## src/rtl/axis_meta_skid.sv

```systemverilog
// axis_meta_skid
// Two-entry skid buffer for a valid/ready meta-data stream, with
// transfer and stall statistics counters.
//
// meta_in_ready and meta_out_valid/meta_out_data come straight from flops.
// This breaks every combinational path between the upstream and downstream
// handshakes.
//
// The main register always holds the word at the head of the buffer.
// The skid register catches the one word accepted while the head is stalled.
module axis_meta_skid #(
   parameter int WIDTH = 32,
   parameter int CNT_W = 32
) (
   input  logic             aclk,
   input  logic             areset,
   input  logic             meta_in_valid,
   output logic             meta_in_ready,
   input  logic [WIDTH-1:0] meta_in_data,
   output logic             meta_out_valid,
   input  logic             meta_out_ready,
   output logic [WIDTH-1:0] meta_out_data,
   input  logic             clear_stats,
   output logic [1:0]       occupancy,
   output logic [CNT_W-1:0] xfer_cnt,
   output logic [CNT_W-1:0] stall_cnt
);

   typedef enum logic [1:0] {
      ST_EMPTY = 2'd0,
      ST_BUSY  = 2'd1,
      ST_FULL  = 2'd2
   } state_t;

   localparam logic [CNT_W-1:0] CNT_ONE = CNT_W'(1);

   state_t           state_q, state_d;
   logic [WIDTH-1:0] main_q, main_d;
   logic [WIDTH-1:0] skid_q, skid_d;
   logic             in_ready_q, in_ready_d;
   logic             out_valid_q, out_valid_d;
   logic [CNT_W-1:0] xfer_q, xfer_d;
   logic [CNT_W-1:0] stall_q, stall_d;
   logic             in_fire;
   logic             out_fire;

   assign in_fire  = meta_in_valid & in_ready_q;
   assign out_fire = out_valid_q & meta_out_ready;

   // Next state and data movement.
   // Ready and valid are precomputed from the next state so they can live in flops.
   always_comb begin
      state_d = state_q;
      main_d  = main_q;
      skid_d  = skid_q;
      case (state_q)
         ST_EMPTY: begin
            if (in_fire) begin
               main_d  = meta_in_data;
               state_d = ST_BUSY;
            end
         end
         ST_BUSY: begin
            if (in_fire && out_fire) begin
               main_d = meta_in_data;
            end else if (in_fire) begin
               skid_d  = meta_in_data;
               state_d = ST_FULL;
            end else if (out_fire) begin
               state_d = ST_EMPTY;
            end
         end
         ST_FULL: begin
            if (out_fire) begin
               main_d  = skid_q;
               state_d = ST_BUSY;
            end
         end
         default: state_d = ST_EMPTY;
      endcase
      in_ready_d  = (state_d != ST_FULL);
      out_valid_d = (state_d != ST_EMPTY);
   end

   // Statistics: clear wins over any increment.
   // The stall counter sticks at all-ones.
   always_comb begin
      xfer_d  = xfer_q;
      stall_d = stall_q;
      if (clear_stats) begin
         xfer_d  = '0;
         stall_d = '0;
      end else begin
         if (out_fire) begin
            xfer_d = xfer_q + CNT_ONE;
         end
         if (out_valid_q && !meta_out_ready && (stall_q != {CNT_W{1'b1}})) begin
            stall_d = stall_q + CNT_ONE;
         end
      end
   end

   // Control flops. Reset empties the buffer and holds ready low while asserted.
   always_ff @(posedge aclk) begin
      if (areset) begin
         state_q     <= ST_EMPTY;
         in_ready_q  <= 1'b0;
         out_valid_q <= 1'b0;
      end else begin
         state_q     <= state_d;
         in_ready_q  <= in_ready_d;
         out_valid_q <= out_valid_d;
      end
   end

   // Data registers carry no reset.
   // Their contents are only observed while valid is high.
   always_ff @(posedge aclk) begin
      main_q <= main_d;
      skid_q <= skid_d;
   end

   // Statistics counter flops.
   always_ff @(posedge aclk) begin
      if (areset) begin
         xfer_q  <= '0;
         stall_q <= '0;
      end else begin
         xfer_q  <= xfer_d;
         stall_q <= stall_d;
      end
   end

   assign meta_in_ready  = in_ready_q;
   assign meta_out_valid = out_valid_q;
   assign meta_out_data  = main_q;
   assign occupancy      = state_q;
   assign xfer_cnt       = xfer_q;
   assign stall_cnt      = stall_q;

endmodule

```

## config.mk

```make
export PLATFORM = sky130hd
export DESIGN_NAME = axis_meta_skid
export DESIGN_NICKNAME = d
export VERILOG_FILES = /design/src/rtl/axis_meta_skid.sv
export SDC_FILE = /design/constraint.sdc
export NUM_CORES = 1
export LEC_CHECK = 0
export ABC_AREA = 1
export CAP_MARGIN = 20
export CORE_MARGIN = 2
export CORE_UTILIZATION = 35
export CTS_CLUSTER_SIZE = 8
export DETAILED_ROUTE_END_ITERATION = 6
export PLACE_DENSITY = 0.69
export REMOVE_ABC_BUFFERS = 1
export SLEW_MARGIN = 10
export SYNTH_ARGS = -nofsm -noshare
export SYNTH_HDL_FRONTEND = slang
export SYNTH_SLANG_ARGS = --single-unit
export TNS_END_PERCENT = 10
```

## constraint.sdc

```tcl
create_clock -name aclk -period 6.05 [get_ports aclk]
set_input_delay 1.815 -clock aclk [delete_from_list [all_inputs] [get_ports aclk]]
set_output_delay 1.815 -clock aclk [all_outputs]
set_load 0.02 [all_outputs]
```

==> impl_summary.log <==
[metrics] status: complete, no violations
[metrics] relative slew slack: between 30% and 40%
[metrics] wire length of the first global-routing pass: between 20000 and 25000 µm
[metrics] initial antenna violation count: 0
[metrics] type of the worst min-delay path: reg2reg
[metrics] final RePlAce weighted congestion: ~0.9
[metrics] maxcap violations: 0
[metrics] post-detailed-route count of antenna-violating nets: 0
[metrics] final count of pins violating max slew: 0
[metrics] DR vias/cell: between 4 and 5
[metrics] hold violation count in the final report: 0
[metrics] Antenna Cells: 0
[metrics] FP Rows: 48
[metrics] combinational share of power: 7.0%
[metrics] count of mapped cells out of synthesis: just under 800
[metrics] count of vias placed by the detailed router: about 5300
[metrics] sequential fraction of design power: 46.5%
[metrics] Die X: about 140 µm
[metrics] internal power contribution: roughly 1.6 mW
[metrics] top achievable clock speed: just under 300 MHz
[metrics] dominant synthesized flop cell: dfxtp_1
[metrics] Worst Setup End Kind: output pin
[metrics] Post-CTS Repair Setup Buffers: 0
[metrics] startpoint type of the worst setup path: flop
[metrics] First-pass DRT Iterations: 4
[metrics] proportion of layout cells with a drive suffix above 1: under 10%
[metrics] maximum clock skew at final layout: around 0.0084 ns
[metrics] IO Pins: approximately 140
[metrics] Residual DRC: 0
[metrics] reg-to-reg startpoint: occupancy[1]
[metrics] number of I/O port buffers: around 140
[metrics] power density of the placed cells: ~250 nW/µm²
[metrics] fraction of the yosys area taken by sequential cells: a little over half
[metrics] largest fanout of any net on the critical path: 6
[metrics] residual overflow from global routing: 0
[metrics] total negative setup slack: 0 ns
[metrics] maximum VDD drop: between 0.15 and 0.2 mV
[metrics] WP data required: roughly 4.2 ns
[metrics] Root Buffer Master: clkbuf_16
[metrics] final net count: between 900 and 1000
[metrics] overall routed net length: about 15000 µm
[metrics] critical-path cell with the highest stage delay: clkdlybuf4s50_1
[metrics] total placed instance area: slightly below 8000 µm²
[metrics] Least-Margin Pin Slew: 1.00 ns
[metrics] synth top area cells: edfxtp_1 31%, dfxtp_1 22%, nand2_1 17%, nor2_1 6.1%, inv_1 4.5%
[metrics] net switching fraction of the power: ~25%
[metrics] count of endpoints failing setup in the final report: 0
[metrics] number of flip-flops and latches in the synthesized netlist: about 130
[metrics] critical path class: reg2out
[metrics] clock network fraction of total power: 46.5%
[metrics] Post-Syn Area: around 6200 µm²
[metrics] CP delay by family, top: buffers and inverters
[metrics] Clk pin slew, worst setup/hold paths: ~0.06 ns
[metrics] initial core utilization: approximately 36%
[metrics] vias in the first global route: about 4800
[metrics] Post-CTS Hold Fix Bufs: 0
[metrics] switching power: roughly 0.52 mW
[metrics] later-pin clock latency in the skew report: 0.42 ns
[metrics] Tmin final: ~3.4 ns
[metrics] CTS tree: built
[metrics] vertical extent of the die: about 140 µm
[metrics] final design instance area without fill: 8350 µm²
[metrics] commonest cells after routing, fill and taps aside: 280 x nand2_1, 136 x clkdlybuf4s50_1, 97 x nor2_1, 74 x inv_1, 68 x dfxtp_1
[metrics] CP Buf/Inv Count: 1
[metrics] Synth area leader: edfxtp_1
[metrics] number of buffers created by CTS: 17
[metrics] Bufs on Longest Clock Path: 2
[metrics] maximum number of pins on one net before global-route repair: 35
[metrics] area delta synth->final: 34.9%
[metrics] placeable core area: 17300 µm²
[metrics] post-cts resize count: 0
[metrics] Async SR Flop Fraction: 0%
[metrics] routed length per placed instance: about 13 µm
[metrics] number of violations reported at the end of detailed-routing iteration 0: between 200 and 300
[metrics] RSZ-0062 raised after global routing: no
[metrics] Die ar.: 18800 µm²
[metrics] count of flip-flops with a built-in enable after synthesis: between 60 and 70
[metrics] start point of the critical path: stall_cnt[16]
[metrics] Leak Pwr: 3.04 nW
[metrics] Distinct cells, synth: 29
[metrics] most common library cell in the layout ignoring fill and taps: nand2_1
[metrics] share of the clock period used by the worst path after layout: 56.8%
[metrics] number of H-tree levels: 4
[metrics] slowest cell delay on critical path: 0.67 ns
[metrics] all-layer global routing usage: approximately 16%
[metrics] number of sinks on the clock net: approximately 130
[metrics] area share of the largest cell type after synthesis: between 30 and 40%
[metrics] HPWL Detailed: between 10000 and 15000 µm
[metrics] average cell area after synthesis: 8.00 µm²
[metrics] critical path, cell by cell: clkdlybuf4s50_1
[metrics] number of filler instances in the final layout: 1685
[metrics] arrival time worst endpoint: about 1.6 ns
[metrics] launch point of the worst hold path: xfer_cnt[6]
[metrics] total number of yosys warnings: 0
[metrics] hold slack: ~0.47 ns
flip-flops by register name, indices dropped and copies added (netlist names):
register / count
meta_out_data: 32
skid_q: 32
stall_cnt: 32
xfer_cnt: 32
occupancy: 2
meta_in_ready: 1
meta_out_valid: 1
stage by stage:
step | power, mW | setup slack [ns] | instances | util (%)
after floorplan | 1.06 | 1.25 | 758 | -
after global placement | 1.14 | 2.35 | 1124 | 45.1
after detailed placement | 1.14 | 2.33 | 1124 | 45.1
after CTS | 2.12 | 2.57 | 1156 | 48.3
after global routing | 2.17 | 2.55 | 1156 | 48.3
final | 2.09 | 2.61 | 1156 | 48.3
layer usage:
metal	wire length [µm]	share of wire (%)	GRT usage, %	vias to the layer above
li1	-	-	-	2764
met1	7180	48	22.0	2403
met2	6500	43	24.1	150
met3	1130	7.5	4.96	17
met4	189	1.3	6.41	0
met5	0	0	0	-
cell type report:
type	instances	area, µm²	area share (%)
timing repair buffer	141	1400	16.7
clock inverter	15	135	1.62
inverter	75	284	3.40
multi-input combinational	551	2540	30.5
sequential	132	3280	39.3
tap	225	282	3.37
clock buffer	17	425	5.09
logic make-up (layout without fill, tap and decap cells):
family / Yosys count / in the layout / share of synthesized area, %
AO/OA/AOI/OAI: 66 / 66 / 6.14
XOR/XNOR: 18 / 18 / 2.55
adder cells (fa/ha/maj): 2 / 2 / 0.404
buffers and inverters: 91 / 248 / 6.10
flip-flops: 132 / 132 / 53.0
AND/OR/NAND/NOR: 465 / 465 / 31.8
power by group through the flow:
stage	Clock (mW)	Sequential, mW	Combinational, mW
after floorplan	0	1.01	0.0457
after global placement	0	0.992	0.147
after detailed placement	0	0.993	0.148
after CTS	0.997	0.974	0.149
after global routing	1.03	0.975	0.160
final	0.973	0.973	0.147
final timing paths:
| path | to | slack [ns] | depth (start not counted) |
|---|---|---|---|
| hold reg to reg | xfer_cnt[6] | 0.47 | 2 |
| setup reg to reg | meta_out_data[20] | 4.00 | 6 |
| hold / removal | xfer_cnt[6] | 0.47 | 2 |
| setup / recovery | stall_cnt[16] | 2.61 | 1 |
worst min-delay path, stage by stage, from the launching register on:
cell and delay (ns):
dfxtp_1 0.32, inv_1 0.05, a21oi_1 0.05
Yosys cell counts, types with 2 or more instances:
library cell / number
a21oi_1: 29
a21oi_2: 12
buf_6: 3
clkbuf_1: 12
dfxtp_1: 68
edfxtp_1: 64
ha_1: 2
inv_1: 74
nand2_1: 280
nand2_2: 14
nand2_4: 2
nand3_1: 32
nand4_1: 9
nor2_1: 100
nor2_2: 5
nor2_4: 5
nor3_1: 13
o21ai_0: 23
xnor2_1: 7
xor2_1: 11
Power figures use the tool's default switching activity.
